`src/rtl/flag_register_if.sv`:
```
// Purpose: bundles the flag-update, POP AF, SCF/CCF and branch-condition signals of the F register.
// Latency: none; this file only carries wires between execute stage, sequencer and flag_register.
// Backpressure: none; every request is accepted on the edge it is presented.
interface flag_register_if;
  logic       i_ALU_Write;
  logic [3:0] i_ALU_F;
  logic [3:0] i_ALU_Mask;
  logic       i_Load;
  logic [7:0] i_Load_Data;
  logic [1:0] i_Op;
  logic       i_Cond_Req;
  logic [1:0] i_Cond;
  logic [7:0] o_F;
  logic [3:0] o_Flags;
  logic       o_Cond_Valid;
  logic       o_Cond_Taken;

  // Execute stage / sequencer side: drives requests, observes flags and branch results.
  modport master (
    output i_ALU_Write, i_ALU_F, i_ALU_Mask, i_Load, i_Load_Data, i_Op, i_Cond_Req, i_Cond,
    input  o_F, o_Flags, o_Cond_Valid, o_Cond_Taken
  );

  // Flag register side.
  modport slave (
    input  i_ALU_Write, i_ALU_F, i_ALU_Mask, i_Load, i_Load_Data, i_Op, i_Cond_Req, i_Cond,
    output o_F, o_Flags, o_Cond_Valid, o_Cond_Taken
  );
endinterface

```
`src/rtl/flag_register.sv`:
```
// Purpose: architectural F register (Z N H C) with masked ALU merge, POP AF, SCF/CCF and branch-condition evaluation.
// Latency: 1 cycle for flag updates and for condition results; condition sees the flags written on the same edge.
// Backpressure: none; one source wins per cycle by priority, losers are dropped, back-to-back requests are all serviced.
module flag_register #(
  parameter logic [3:0] RESET_FLAGS = 4'h0
) (
  input  logic           i_Clk,
  input  logic           i_Rst_n,
  flag_register_if.slave bus
);

  localparam logic [1:0] OP_SCF = 2'b01;
  localparam logic [1:0] OP_CCF = 2'b10;

  localparam logic [1:0] COND_NZ = 2'b00;
  localparam logic [1:0] COND_Z  = 2'b01;
  localparam logic [1:0] COND_NC = 2'b10;

  // Bit positions inside the {Z,N,H,C} nybble.
  localparam int Z_BIT = 3;
  localparam int C_BIT = 0;

  logic [3:0] flags;
  logic [3:0] next_flags;
  logic       cond_result;
  logic       cond_valid_q;
  logic       cond_taken_q;

  // The low nybble of a popped byte has no storage in F.
  logic unused_load_low;
  assign unused_load_low = ^bus.i_Load_Data[3:0];

  // Select the single update source for this edge: POP AF, then SCF, then CCF, then masked ALU merge.
  always_comb begin
    next_flags = flags;
    if (bus.i_Load) begin
      next_flags = bus.i_Load_Data[7:4];
    end else if (bus.i_Op == OP_SCF) begin
      next_flags = {flags[Z_BIT], 3'b001};
    end else if (bus.i_Op == OP_CCF) begin
      next_flags = {flags[Z_BIT], 2'b00, ~flags[C_BIT]};
    end else if (bus.i_ALU_Write) begin
      next_flags = (flags & ~bus.i_ALU_Mask) | (bus.i_ALU_F & bus.i_ALU_Mask);
    end
  end

  // Evaluate the branch condition against the value being committed, so a flag-setting op and its branch can pair.
  always_comb begin
    cond_result = 1'b0;
    case (bus.i_Cond)
      COND_NZ: cond_result = ~next_flags[Z_BIT];
      COND_Z:  cond_result =  next_flags[Z_BIT];
      COND_NC: cond_result = ~next_flags[C_BIT];
      default: cond_result =  next_flags[C_BIT];
    endcase
  end

  // Flag state register.
  always_ff @(posedge i_Clk or negedge i_Rst_n) begin
    if (!i_Rst_n) begin
      flags <= RESET_FLAGS;
    end else begin
      flags <= next_flags;
    end
  end

  // Condition result register: valid pulses per request, taken holds until the next request.
  always_ff @(posedge i_Clk or negedge i_Rst_n) begin
    if (!i_Rst_n) begin
      cond_valid_q <= 1'b0;
      cond_taken_q <= 1'b0;
    end else begin
      cond_valid_q <= bus.i_Cond_Req;
      if (bus.i_Cond_Req) begin
        cond_taken_q <= cond_result;
      end
    end
  end

  assign bus.o_Flags      = flags;
  assign bus.o_F          = {flags, 4'b0000};
  assign bus.o_Cond_Valid = cond_valid_q;
  assign bus.o_Cond_Taken = cond_taken_q;

endmodule

```
`src/flat_wrapper.sv`:
```
// flat-port wrapper written by rule: the top's interface ports become plain ports
module flag_register_flat 
#(
  parameter logic [3:0] RESET_FLAGS = 4'h0
)
  (i_Clk, i_Rst_n, bus_i_ALU_Write, bus_i_ALU_F, bus_i_ALU_Mask, bus_i_Load, bus_i_Load_Data, bus_i_Op, bus_i_Cond_Req, bus_i_Cond, bus_o_F, bus_o_Flags, bus_o_Cond_Valid, bus_o_Cond_Taken);
  flag_register_if bus_i ();
  input  logic i_Clk;
  input  logic i_Rst_n;
  input wire logic [$bits(bus_i.i_ALU_Write)-1:0] bus_i_ALU_Write;
  input wire logic [$bits(bus_i.i_ALU_F)-1:0] bus_i_ALU_F;
  input wire logic [$bits(bus_i.i_ALU_Mask)-1:0] bus_i_ALU_Mask;
  input wire logic [$bits(bus_i.i_Load)-1:0] bus_i_Load;
  input wire logic [$bits(bus_i.i_Load_Data)-1:0] bus_i_Load_Data;
  input wire logic [$bits(bus_i.i_Op)-1:0] bus_i_Op;
  input wire logic [$bits(bus_i.i_Cond_Req)-1:0] bus_i_Cond_Req;
  input wire logic [$bits(bus_i.i_Cond)-1:0] bus_i_Cond;
  output wire logic [$bits(bus_i.o_F)-1:0] bus_o_F;
  output wire logic [$bits(bus_i.o_Flags)-1:0] bus_o_Flags;
  output wire logic [$bits(bus_i.o_Cond_Valid)-1:0] bus_o_Cond_Valid;
  output wire logic [$bits(bus_i.o_Cond_Taken)-1:0] bus_o_Cond_Taken;
  assign bus_i.i_ALU_Write = bus_i_ALU_Write;
  assign bus_i.i_ALU_F = bus_i_ALU_F;
  assign bus_i.i_ALU_Mask = bus_i_ALU_Mask;
  assign bus_i.i_Load = bus_i_Load;
  assign bus_i.i_Load_Data = bus_i_Load_Data;
  assign bus_i.i_Op = bus_i_Op;
  assign bus_i.i_Cond_Req = bus_i_Cond_Req;
  assign bus_i.i_Cond = bus_i_Cond;
  assign bus_o_F = bus_i.o_F;
  assign bus_o_Flags = bus_i.o_Flags;
  assign bus_o_Cond_Valid = bus_i.o_Cond_Valid;
  assign bus_o_Cond_Taken = bus_i.o_Cond_Taken;
  flag_register #(.RESET_FLAGS(RESET_FLAGS)) u_core (.i_Clk(i_Clk), .i_Rst_n(i_Rst_n), .bus(bus_i));
endmodule
```
`config.mk`:
```
export PLATFORM = sky130hd
export DESIGN_NAME = flag_register_flat
export DESIGN_NICKNAME = d
export VERILOG_FILES = /design/src/rtl/flag_register_if.sv /design/src/rtl/flag_register.sv /design/src/flat_wrapper.sv
export SDC_FILE = /design/constraint.sdc
export NUM_CORES = 1
export LEC_CHECK = 0
export BUFFER_PORTS_ARGS = -buffer_cell sky130_fd_sc_hd__buf_2
export CAP_MARGIN = 20
export CORE_AREA = 2 2 39 41
export CTS_CLUSTER_DIAMETER = 100
export DETAILED_ROUTE_END_ITERATION = 12
export DIE_AREA = 0 0 41 43
export GPL_TIMING_DRIVEN = 0
export PLACE_DENSITY = 0.83
export SLEW_MARGIN = 20
export SYNTH_ARGS = -nofsm -noshare
export SYNTH_HDL_FRONTEND = slang
export SYNTH_SLANG_ARGS = --single-unit
```
`constraint.sdc`:
```
create_clock -name i_Clk -period 1.6 [get_ports i_Clk]
set_input_delay 0.32 -clock i_Clk [delete_from_list [all_inputs] [get_ports i_Clk]]
set_output_delay 0.32 -clock i_Clk [all_outputs]
set_load 0.005 [all_outputs]
```
==> results of run 1 <==
[final cells by class]
type | instances | area [um^2] | area share [%]
inverter | 5 | 18.8 | 2.81
clock buffer | 3 | 22.5 | 3.37
timing repair buffer | 30 | 155 | 23.2
sequential | 6 | 150 | 22.5
tap | 16 | 20.0 | 3.00
multi-input combinational | 35 | 236 | 35.4
buffer | 9 | 65.1 | 9.74
[state kept, by name, indices dropped and copies added (netlist names)]
signal                   count
u_core.bus.o_Flags           4
u_core.bus.o_Cond_Taken      1
u_core.bus.o_Cond_Valid      1
[what timing repair did]
| item | CTS | global route |
|---|---|---|
| hold endpoints to repair | 6 | 0 |
| gates resized for setup | 0 | 1 |
| setup endpoints to repair | 0 | 1 |
| hold buffers | 1 | 0 |
[cells in the final DEF, fill, tap and decap left out]
master                          count
sky130_fd_sc_hd__buf_4              8
sky130_fd_sc_hd__a31oi_1            2
sky130_fd_sc_hd__a211o_2            1
sky130_fd_sc_hd__or3_1              1
sky130_fd_sc_hd__nor3_2             1
sky130_fd_sc_hd__ha_1               1
sky130_fd_sc_hd__nand2_1            4
sky130_fd_sc_hd__and4bb_1           1
sky130_fd_sc_hd__buf_2             30
sky130_fd_sc_hd__mux2_4             1
sky130_fd_sc_hd__dlygate4sd3_1      1
sky130_fd_sc_hd__conb_1             4
sky130_fd_sc_hd__nor2_1             6
sky130_fd_sc_hd__or3b_2             1
sky130_fd_sc_hd__a211oi_1           1
sky130_fd_sc_hd__clkbuf_4           3
sky130_fd_sc_hd__ha_2               1
sky130_fd_sc_hd__nand4b_1           1
sky130_fd_sc_hd__or2_2              1
sky130_fd_sc_hd__o21ai_0            3
sky130_fd_sc_hd__dfrtp_1            6
sky130_fd_sc_hd__inv_1              5
sky130_fd_sc_hd__o21ai_1            1
sky130_fd_sc_hd__a32oi_1            1
sky130_fd_sc_hd__mux2i_1            3
[cell families after synthesis]
| logic type | count (synthesis) | synth area share, % |
|---|---|---|
| AO/OA/AOI/OAI | 9 | 12.9 |
| adder cells (fa/ha/maj) | 2 | 5.48 |
| buffers and inverters | 14 | 18.4 |
| flip-flops | 6 | 32.9 |
| multiplexers | 4 | 9.86 |
| other | 1 | 0.821 |
| AND/OR/NAND/NOR | 16 | 19.7 |
[per-layer routing]
layer / routed length [um] / GRT usage (%) / vias up / share of wire [%]
li1: - / - / 239 / -
met1: 364 / 12.8 / 200 / 38
met2: 481 / 20.0 / 23 / 51
met3: 84 / 1.57 / 4 / 8.8
met4: 21 / 9.33 / 0 / 2.2
met5: 0 / 0 / - / 0
[power breakdown]
part           internal, uW  total [uW]  switching (uW)
logic                  83.1         142            58.6
registers               167         176            9.18
clock network          84.3         131            47.0
total                   335         449             115
[worst max-delay path: stages]
cell                       delay, ns
sky130_fd_sc_hd__buf_2          0.11
sky130_fd_sc_hd__ha_1           0.22
sky130_fd_sc_hd__and4bb_1       0.30
sky130_fd_sc_hd__mux2_4         0.31
sky130_fd_sc_hd__nor3_2         0.17
sky130_fd_sc_hd__or3_1          0.13
sky130_fd_sc_hd__a31oi_1        0.07
[stage by stage]
stage | std cells | hold slack [ns] | utilization, % | setup WS, ns
after floorplan | 55 | 0.0244 | - | 0.0142
after global placement | 100 | 0.146 | 45.9 | -0.139
after detailed placement | 100 | 0.147 | 45.9 | -0.170
after CTS | 104 | 0.212 | 48.3 | 0.0790
after global routing | 104 | 0.203 | 48.3 | 0.0124
final | 104 | 0.215 | 48.3 | 0.0916
[path summary, 6_finish.rpt]
| check | start | endpoint | slack (ns) |
|---|---|---|---|
| max | bus_i_Op[0] | u_core.bus.o_Cond_Taken | 0.09 |
| min | bus_i_Cond_Req | u_core.bus.o_Cond_Valid | 0.22 |
| max reg2reg | u_core.bus.o_Flags[0] | u_core.bus.o_Cond_Taken | 0.14 |
| min reg2reg | u_core.bus.o_Cond_Taken | u_core.bus.o_Cond_Taken | 0.54 |
| max in group asynchronous | i_Rst_n | u_core.bus.o_Flags[0] | 1.03 |
| min in group asynchronous | i_Rst_n | u_core.bus.o_Cond_Taken | 0.43 |
==> results.txt, run 1 <==
----------------------------------------------------
[CTS]
  H-tree lvl count ... 1
  Clock Sinks ... 6
  Post-CTS setup repair buffer count ... 0
  Clock transition time at the flip-flop clock pins of the worst setup and hold paths ... 0.04 ns
  CTS buffer count ... 3
  Clock Latency Late Sink ... 0.24 ns
  Clock tree from TritonCTS ... yes
  CTS root buf ... sky130_fd_sc_hd__clkbuf_4
  Worst-case clock buffer depth ... 2

[Min path]
  Instance count along the most critical hold path ... 1
  Hold WC Path Type ... in2reg

[Die]
  Area of the die ... 1760 um^2
  Starting density of the core ... 33.0%
  Vertical extent of the die ... 43 um
  Number of top-level design ports ... 39
  Die width ... 41 um
  Area inside the core boundary ... 1380 um^2
  Core Rows ... 14

[Timing]
  Final setup TNS ... 0 ns
  Fin. Hold Viols ... 0
  Ratio of final minimum period to clock period ... 94.3%
  Pins Over Slew Limit ... 0
  FMAX ... 0.663 GHz
  Setup repair after global routing missed its margin ... no
  Clock skew ... 0.00440 ns
  Count of final setup violators ... 0
  Post-route minimum period ... 1.51 ns

[Synthesis]
  Area share of the largest cell type after synthesis ... 32.9%
  Area contributors post-synth ... sky130_fd_sc_hd__dfrtp_1, sky130_fd_sc_hd__buf_4, sky130_fd_sc_hd__mux2i_1
  Dominant cell type by area after synthesis ... sky130_fd_sc_hd__dfrtp_1
  Synthesized netlist cell count ... 52
  Number of enable flip-flop cells after synthesis ... 0
  Distinct cell type count of the synthesized netlist ... 21
  Post-synth ARST share ... 100%
  Synth top cells by count ... sky130_fd_sc_hd__buf_4, sky130_fd_sc_hd__dfrtp_1, sky130_fd_sc_hd__nor2_1
  Area of the mapped netlist ... 457 um^2
  Cell with the most instances after synthesis ... sky130_fd_sc_hd__buf_4
  Number of storage elements in the synthesis netlist ... 6
  Yosys warns ... 0
  Sequential-to-total area share from yosys stat ... 32.9%
  Mean post-synth cell area ... 8.78 um^2
  Primary flip-flop cell chosen by synthesis mapping ... sky130_fd_sc_hd__dfrtp_1

[Routing]
  # DRC ... 0
  Final ANT Viol Nets ... 0
  Total iterations of the first detailed-routing run ... 3
  Via total after detailed routing ... 466
  DRC marker count from the first detailed-route iteration ... 3
  Avg WL per Cell ... 9.14 um
  Total Routed Length ... 951 um
  Ratio of routed vias to standard cells ... 4.48

[Critical path]
  Critical Path Fanout Max ... 3
  Worst Setup End Kind ... flip-flop
  Required time of the worst setup path ... 1.72 ns
  Count of cells along the worst register-to-register path ... 5
  Crit path launch type ... primary input
  WP data arrival ... 1.63 ns
  Worst setup path class ... in2reg

[Finish]
  Ratio of cells with drive above 1 in the final layout ... 53.4%
  Synthesis-to-finish area growth ... 46.3%
  Final design instance area without fill ... 668 um^2
  Final #Nets ... 117
  Final-layout fill cell count ... 145
  Number of antenna cells inserted ... 0

[Power and ir drop]
  Power density cells ... 673 nW/um^2
  Power Total ... 449 uW
  Lkg Pwr ... 0.000382 uW
  Maximum resistive drop on vdd ... 0.288 mV

[Placement]
  Post-placement cell area ... 636 um^2
  PortBufs ... 29
  Half-perimeter wire length after detailed placement ... 840 um
  Routability cong. ... 0.790

[Status]
  Outcome ... complete, no violations

[Global route]
  Number of antenna violations at the first check in global routing ... 0
  Number of global-route vias before repair ... 439
  Aggregate global-route resource usage ... 12.1%
  Wire length of the first global-routing pass ... 1.46 mm
  Total congestion overflow ... 0
  Maximum number of pins on one net before global-route repair ... 10

[Job]
  Max cap viols ... 0

----------------------------------------------------
Note: power is estimated with default switching activity, not from simulation.
==> run 2: changes to the inputs <==
--- a/config.mk
+++ b/config.mk
@@ -5,14 +5,15 @@
 export SDC_FILE = /design/constraint.sdc
 export NUM_CORES = 1
 export LEC_CHECK = 0
+export ABC_AREA = 1
 export BUFFER_PORTS_ARGS = -buffer_cell sky130_fd_sc_hd__buf_2
 export CAP_MARGIN = 20
-export CORE_AREA = 2 2 39 41
+export CORE_MARGIN = 2
+export CORE_UTILIZATION = 36
 export CTS_CLUSTER_DIAMETER = 100
 export DETAILED_ROUTE_END_ITERATION = 12
-export DIE_AREA = 0 0 41 43
 export GPL_TIMING_DRIVEN = 0
-export PLACE_DENSITY = 0.83
+export PLACE_DENSITY = 0.86
 export SLEW_MARGIN = 20
 export SYNTH_ARGS = -nofsm -noshare
 export SYNTH_HDL_FRONTEND = slang
==> run 2 against run 1 <==
Against the previous run: routed wire length fell by 0.32%; clock power about the same; sequential power barely moved; die area down 9.0%; first-iteration DRC count up 67%; flip-flop and latch count did not move; synthesized cell count up 29%; largest cell class is now non-clock buffers; largest power group unchanged.
==> results.txt, run 2 <==
----------------------------------------------------
[Timing]
  Ratio of final minimum period to clock period ... 78.3% (-16 points)
  Clock skew ... 0.00346 ns (-0.000942 ns)
  Post-route minimum period ... 1.25 ns (-0.255 ns)
  FMAX ... 0.798 GHz (+20%)
  Final setup TNS ... 0 ns (unchanged)
  Count of final setup violators ... 0 (unchanged)
  Fin. Hold Viols ... 0 (unchanged)
  Setup repair after global routing missed its margin ... no
  Pins Over Slew Limit ... 0 (unchanged)
  Final-layout worst hold slack ... 0.222 ns (+0.00668 ns)

[CTS]
  Clock transition time at the flip-flop clock pins of the worst setup and hold paths ... 0.04 ns (about the same)
  CTS root buf ... sky130_fd_sc_hd__clkbuf_4
  Number of cells upsized or downsized after cts ... 0 (unchanged)
  Clock tree from TritonCTS ... yes
  Clock Sinks ... 6 (unchanged)
  Clock Latency Late Sink ... 0.24 ns (about the same)
  H-tree lvl count ... 1 (unchanged)
  Worst-case clock buffer depth ... 2 (unchanged)
  CTS buffer count ... 3 (unchanged)

[Routing]
  Final ANT Viol Nets ... 0 (unchanged)
  Ratio of routed vias to standard cells ... 4.20 (-6.2%)
  Via total after detailed routing ... 496 (+6.4%)
  Avg WL per Cell ... 8.03 um (-12%)
  Total iterations of the first detailed-routing run ... 4 (+1)
  Total Routed Length ... 948 um (-0.32%)
  # DRC ... 0 (unchanged)
  DRC marker count from the first detailed-route iteration ... 5 (+2)

[Placement]
  Routability cong. ... 0.604 (-23%)
  Half-perimeter wire length after detailed placement ... 825 um (-1.7%)
  PortBufs ... 30 (+3.4%)

[Min path]
  Hold WC Path Type ... in2reg
  Min-delay src ... bus_i_Cond_Req
  Instance count along the most critical hold path ... 1 (unchanged)

[Finish]
  Synthesis-to-finish area growth ... 45.2%
  Number of antenna cells inserted ... 0 (unchanged)
  Most frequent cells in the layout ... sky130_fd_sc_hd__buf_2, sky130_fd_sc_hd__nand2_1, sky130_fd_sc_hd__inv_1
  Final core utilization ... 58.8% (+10 points)
  Max reg flops ... 4 (unchanged)
  Final-layout fill cell count ... 111 (-23%)
  Ratio of cells with drive above 1 in the final layout ... 41.3% (-12 points)
  Most frequent standard cell in the layout excluding fill and tap cells ... sky130_fd_sc_hd__buf_2
  Final #Nets ... 133 (+14%)

[Synthesis]
  Cell with the most instances after synthesis ... sky130_fd_sc_hd__nand2_1
  Distinct cell type count of the synthesized netlist ... 12 (-43%)
  Area share of the largest cell type after synthesis ... 32.1% (-0.79 points)
  Post-synth ARST share ... 100% (unchanged)
  Number of enable flip-flop cells after synthesis ... 0 (unchanged)
  Yosys warns ... 0 (unchanged)
  Area of the mapped netlist ... 468 um^2 (+2.5%)
  Mean post-synth cell area ... 6.98 um^2 (-20%)
  Synthesized netlist cell count ... 67 (+29%)
  Synth top cells by count ... sky130_fd_sc_hd__nand2_1, sky130_fd_sc_hd__inv_1, sky130_fd_sc_hd__nand3_1
  Sequential-to-total area share from yosys stat ... 32.1% (-0.79 points)
  Dominant cell type by area after synthesis ... sky130_fd_sc_hd__dfrtp_1
  Number of storage elements in the synthesis netlist ... 6 (unchanged)
  Area contributors post-synth ... sky130_fd_sc_hd__dfrtp_1, sky130_fd_sc_hd__buf_4, sky130_fd_sc_hd__nand2_1
  Primary flip-flop cell chosen by synthesis mapping ... sky130_fd_sc_hd__dfrtp_1

[Power and ir drop]
  Maximum resistive drop on vdd ... 0.445 mV (+55%)
  Power density cells ... 656 nW/um^2 (-2.5%)
  Lkg Pwr ... 0.000432 uW (+13%)

[Critical path]
  Cell-by-cell listing of the critical path ... buf_2 -> inv_1 -> ha_1 -> or2_0 -> nor2_1 -> nand2_1 -> nand2_1 -> nand2_1 -> nand2_1 -> nand2_1 -> nand3_1 -> nand2_1
  Cell repeated most along the worst path ... sky130_fd_sc_hd__nand2_1
  Kind of cell adding the most delay to the critical path ... simple AND/OR/NAND/NOR gates
  Worst Setup End Kind ... flip-flop
  CP Buf/Inv Count ... 2 (+1)
  Crit path launch type ... primary input
  Critical Path Fanout Max ... 3 (unchanged)
  Launch point of the worst path ... bus_i_Op[1]
  WP data arrival ... 1.38 ns (-0.25 ns)
  Worst setup path class ... in2reg
  Logic depth of the worst path, buffers included ... 12 (+5)
  Slowest Stage Delay on Critical Path ... 0.22 ns (-0.09 ns)
  Slowest stage cell, crit path ... sky130_fd_sc_hd__or2_0
  R2R Path Start ... u_core.bus.o_Flags[0]
  Required time of the worst setup path ... 1.72 ns (about the same)
  Count of cells along the worst register-to-register path ... 10 (+5)

[Die]
  Area inside the core boundary ... 1160 um^2 (-16%)
  Core Rows ... 12 (-2)
  Starting density of the core ... 40.5% (+7.5 points)
  Die width ... 40.1 um (-2.3%)
  Area of the die ... 1600 um^2 (-9.0%)
  Number of top-level design ports ... 39 (unchanged)
  Vertical extent of the die ... 40.1 um (-6.8%)

[Job]
  Max cap viols ... 0 (unchanged)

[Status]
  Outcome ... complete, no violations

[Global route]
  Number of antenna violations at the first check in global routing ... 0 (unchanged)
  Aggregate global-route resource usage ... 14.2% (+2.0 points)
  Wire length of the first global-routing pass ... 1.46 mm (unchanged)
  Number of global-route vias before repair ... 435 (-0.91%)
  Maximum number of pins on one net before global-route repair ... 7 (-3)
  Total congestion overflow ... 0 (unchanged)

----------------------------------------------------
-- run 2: cell types whose count changed after synthesis, sizes merged, moves of 2 or more --
cell	change
nand2	+12
a31oi	-2
nor2	-2
mux2i	-3
nand3	+11
o21ai	-4
nor3b	+2
inv	+8
-- run 2: area by class of cell --
type                    count  area [um^2]  area share (%)
well taps                  14         17.5            2.58
clock buffers               3         22.5            3.31
repair buffers             31          160            23.6
multi-input cells          43          220            32.4
inverters                  13         48.8            7.18
flip-flops and latches      6          150            22.1
plain buffers               8         60.1            8.84
-- run 2: stage by stage --
step | instance area (um^2) | instances | setup slack [ns] | power (uW)
after floorplan | 479 | 70 | 0.313 | 252
after global placement | 647 | 114 | 0.133 | 311
after detailed placement | 647 | 114 | 0.0995 | 315
after CTS | 679 | 118 | 0.343 | 454
after global routing | 679 | 118 | 0.188 | 484
final | 679 | 118 | 0.347 | 446
-- run 2: power breakdown --
group | total (uW) | switching [uW] | internal [uW]
logic | 136 | 59.4 | 76.4
clock network | 132 | 48.0 | 84.4
registers | 177 | 10.6 | 167
total | 446 | 118 | 328
-- run 2: final timing paths --
path	to	slack, ns
worst max-delay path	u_core.bus.o_Cond_Taken	0.35
worst min-delay path	u_core.bus.o_Cond_Valid	0.22
worst max register to register	u_core.bus.o_Cond_Taken	0.51
worst min register to register	u_core.bus.o_Cond_Taken	0.49
max in group asynchronous	u_core.bus.o_Flags[2]	1.03
min in group asynchronous	u_core.bus.o_Flags[1]	0.43
-- run 2: worst register-to-register path, stage by stage, from the launching register on --
cell and delay [ns]:
sky130_fd_sc_hd__dfrtp_1 0.40, sky130_fd_sc_hd__inv_1 0.06, sky130_fd_sc_hd__nand2_1 0.05, sky130_fd_sc_hd__nand3_1 0.07, sky130_fd_sc_hd__nand2_1 0.05, sky130_fd_sc_hd__nand2_1 0.07, sky130_fd_sc_hd__nand2_1 0.07, sky130_fd_sc_hd__nand2_1 0.06
sky130_fd_sc_hd__nand2_1 0.04, sky130_fd_sc_hd__nand3_1 0.06, sky130_fd_sc_hd__nand2_1 0.05
-- run 2: logic make-up after synthesis --
logic type	synth area share (%)
fa+ha+maj	5.35
buf+inv	23.3
flops	32.1
mux	4.81
other cells	0.801
simple gates	33.7
-- run 2: what timing repair did --
action                    CTS  global route
hold buffers                1             0
setup buffers               0             0
hold endpoints to repair    6             0
-- run 2: routing by layer --
metal  vias up  wire length, um  track usage, %
li1        269                -               -
met1       203              396            13.0
met2        22              442            26.6
met3         2              103            3.33
met4         0                6            10.3
met5         -                0               0
==> run 3: changes to the inputs <==
--- a/config.mk
+++ b/config.mk
@@ -5,15 +5,15 @@
 export SDC_FILE = /design/constraint.sdc
 export NUM_CORES = 1
 export LEC_CHECK = 0
-export ABC_AREA = 1
+export ABC_AREA = 0
 export BUFFER_PORTS_ARGS = -buffer_cell sky130_fd_sc_hd__buf_2
 export CAP_MARGIN = 20
 export CORE_MARGIN = 2
-export CORE_UTILIZATION = 36
+export CORE_UTILIZATION = 32
 export CTS_CLUSTER_DIAMETER = 100
 export DETAILED_ROUTE_END_ITERATION = 12
 export GPL_TIMING_DRIVEN = 0
-export PLACE_DENSITY = 0.86
+export PLACE_DENSITY = 0.82
 export SLEW_MARGIN = 20
 export SYNTH_ARGS = -nofsm -noshare
 export SYNTH_HDL_FRONTEND = slang
==> constraint.sdc (replaced) <==
create_clock -name i_Clk -period 1.1 [get_ports i_Clk]
set_input_delay 0.22 -clock i_Clk [delete_from_list [all_inputs] [get_ports i_Clk]]
set_output_delay 0.22 -clock i_Clk [all_outputs]
set_load 0.005 [all_outputs]
==> run 3 against run 2 <==
Against the previous run: the flow now finishes with violations (setup timing); sequential share of layout area fell by 3.6 points; cell count decreased by 10%; first-iteration DRC count shrank 40%; clock skew down 0.0013 ns; flip-flop and latch count stayed put; clock-buffer cell count is the same; combinational power increased by 110%; critical endpoint unchanged.
==> results.txt, run 3 (synthesis gave the netlist of run 1 again) <==
----------------------------------------------------
[Status]
  Outcome ... complete, but fails checks
  Failing checks ... setup timing

[Finish]
  Final #Nets ... 120 (-9.8%)
  Final design instance area without fill ... 812 um^2 (+20%)
  Synthesis-to-finish area growth ... 77.8%
  Ratio of cells with drive above 1 in the final layout ... 61.5% (+20 points)
  Most frequent standard cell in the layout excluding fill and tap cells ... sky130_fd_sc_hd__buf_2
  Most frequent cells in the layout ... sky130_fd_sc_hd__buf_2, sky130_fd_sc_hd__buf_6, sky130_fd_sc_hd__nor2_1, sky130_fd_sc_hd__buf_4, sky130_fd_sc_hd__dfrtp_1
  Max reg flops ... 4 (unchanged)
  Number of antenna cells inserted ... 0 (unchanged)

[Routing]
  Final ANT Viol Nets ... 0 (unchanged)
  Total iterations of the first detailed-routing run ... 4 (unchanged)
  Total Routed Length ... 1.09 mm (+15%)
  Avg WL per Cell ... 10.3 um (+28%)
  DRC marker count from the first detailed-route iteration ... 3 (-2)
  Via total after detailed routing ... 488 (-1.6%)
  # DRC ... 0 (unchanged)
  Ratio of routed vias to standard cells ... 4.60 (+9.5%)

[Die]
  Starting density of the core ... 34.7% (-5.8 points)
  Core Rows ... 13 (+1)
  Vertical extent of the die ... 41.8 um (+4.3%)
  Die width ... 41.8 um (+4.3%)
  Number of top-level design ports ... 39 (unchanged)
  Area of the die ... 1750 um^2 (+8.8%)
  Area inside the core boundary ... 1320 um^2 (+14%)

[Timing]
  Fin. Hold Viols ... 0 (unchanged)
  FMAX ... 0.738 GHz
  Count of final setup violators ... 4 (+4)
  Final setup slack of the worst path ... -0.254 ns (-0.601 ns)
  Post-route minimum period ... 1.35 ns
  Setup repair after global routing missed its margin ... yes
  Ratio of final minimum period to clock period ... 123%
  Pins Over Slew Limit ... 0 (unchanged)
  Clock skew ... 0.00215 ns (-0.00130 ns)
  Final setup TNS ... -0.487 ns (-0.487 ns)

[Power and ir drop]
  Power density cells ... 913 nW/um^2 (+39%)
  Lkg Pwr ... 0.000428 uW (-0.96%)
  Maximum resistive drop on vdd ... 0.378 mV (-15%)

[CTS]
  H-tree lvl count ... 1 (unchanged)
  Clock Sinks ... 6 (unchanged)
  CTS buffer count ... 3 (unchanged)
  Clock tree from TritonCTS ... yes
  Worst-case clock buffer depth ... 2 (unchanged)
  Clock transition time at the flip-flop clock pins of the worst setup and hold paths ... 0.04 ns (about the same)
  CTS root buf ... sky130_fd_sc_hd__clkbuf_4
  Clock Latency Late Sink ... 0.24 ns (about the same)

[Min path]
  Instance count along the most critical hold path ... 1 (unchanged)
  Min-delay src ... bus_i_Cond_Req
  Hold WC Path Type ... in2reg
  Worst Hold End ... u_core.bus.o_Cond_Valid

[Critical path]
  Worst setup path class ... in2reg
  Critical Path Fanout Max ... 2 (-1)
  Crit path launch type ... primary input
  Reg-to-reg slack, setup ... -0.25 ns (-0.76 ns)
  FF-to-FF End ... u_core.bus.o_Cond_Taken
  Count of cells along the worst register-to-register path ... 5 (-5)
  R2R Path Start ... u_core.bus.o_Flags[0]
  WP data arrival ... 1.51 ns (+0.13 ns)
  Worst Setup End Kind ... flip-flop
  Required time of the worst setup path ... 1.26 ns (-0.46 ns)

[Global route]
  Number of global-route vias before repair ... 480 (+10%)
  Wire length of the first global-routing pass ... 1.79 mm (+23%)
  Total congestion overflow ... 0 (unchanged)
  Maximum number of pins on one net before global-route repair ... 10 (+3)
  Aggregate global-route resource usage ... 13.7% (-0.46 points)
  Number of antenna violations at the first check in global routing ... 0 (unchanged)

[Placement]
  Half-perimeter wire length after detailed placement ... 854 um (+3.6%)
  Post-placement cell area ... 672 um^2 (+3.9%)
  PortBufs ... 29 (-3.3%)
  Routability cong. ... 0.793 (+31%)

[Job]
  Max cap viols ... 0 (unchanged)

----------------------------------------------------
==> run 3: how the worst max path moves through the flow <==
stage	start	endpoint	slack, ns	cells after the start
detailed placement	bus_i_Op[0]	u_core.bus.o_Cond_Taken	-0.61	8
global route	u_core.bus.o_Flags[0]	u_core.bus.o_Cond_Taken	-0.36	5
global placement	bus_i_Op[0]	u_core.bus.o_Cond_Taken	-0.57	8
CTS	bus_i_Op[0]	u_core.bus.o_Cond_Taken	-0.23	8
finish	bus_i_Op[1]	u_core.bus.o_Cond_Taken	-0.25	8
floorplan	bus_i_Op[0]	u_core.bus.o_Cond_Taken	-0.34	7
==> run 3: critical path, stage by stage <==
cell and delay [ns]:
sky130_fd_sc_hd__buf_6 0.08, sky130_fd_sc_hd__inv_2 0.04, sky130_fd_sc_hd__ha_4 0.14, sky130_fd_sc_hd__and4bb_1 0.30, sky130_fd_sc_hd__mux2_4 0.18, sky130_fd_sc_hd__nor3_2 0.04
sky130_fd_sc_hd__or3_1 0.34, sky130_fd_sc_hd__a31oi_1 0.17
==> run 3: per-stage QoR <==
step           hold WS [ns]  std cells  util [%]  setup slack (ns)  power, uW
5_1_grt               0.111        106      61.6            -0.359        796
6_report              0.112        106      61.6            -0.254        741
3_5_place_dp         0.0438         99      51.0            -0.611        481
3_3_place_gp         0.0455         99      51.0            -0.570        475
4_1_cts               0.110        106      58.5            -0.232        715
2_1_floorplan       -0.0756         55         -            -0.340        385
==> run 3: area by class of cell <==
| type | instances | area, um^2 |
|---|---|---|
| fill | 129 | 505 |
| multi-input combinational | 35 | 272 |
| timing repair buffer | 35 | 265 |
| sequential | 6 | 150 |
| buffer | 7 | 57.6 |
| inverter | 5 | 26.3 |
| clock buffer | 3 | 22.5 |
| tap | 15 | 18.8 |
==> run 3: metal layers <==
metal,GRT usage [%],vias up,share of wire (%)
met1,13.6,214,33
met4,14.2,0,4.4
met3,2.17,6,8.9
met2,23.1,26,54
li1,-,242,-
met5,0,-,0
==> run 3: repair_timing <==
action                                 CTS  global route
buffers inserted                         4             2
setup endpoints to repair                5             9
pin swaps                                7             0
hold buffers                             1             0
gates resized for setup                  8             8
endpoints found under the hold margin    6             0
==> run 3: power breakdown <==
part	internal, uW	switching (uW)
Sequential	243	14.1
Clock	123	72.7
Combinational	182	106
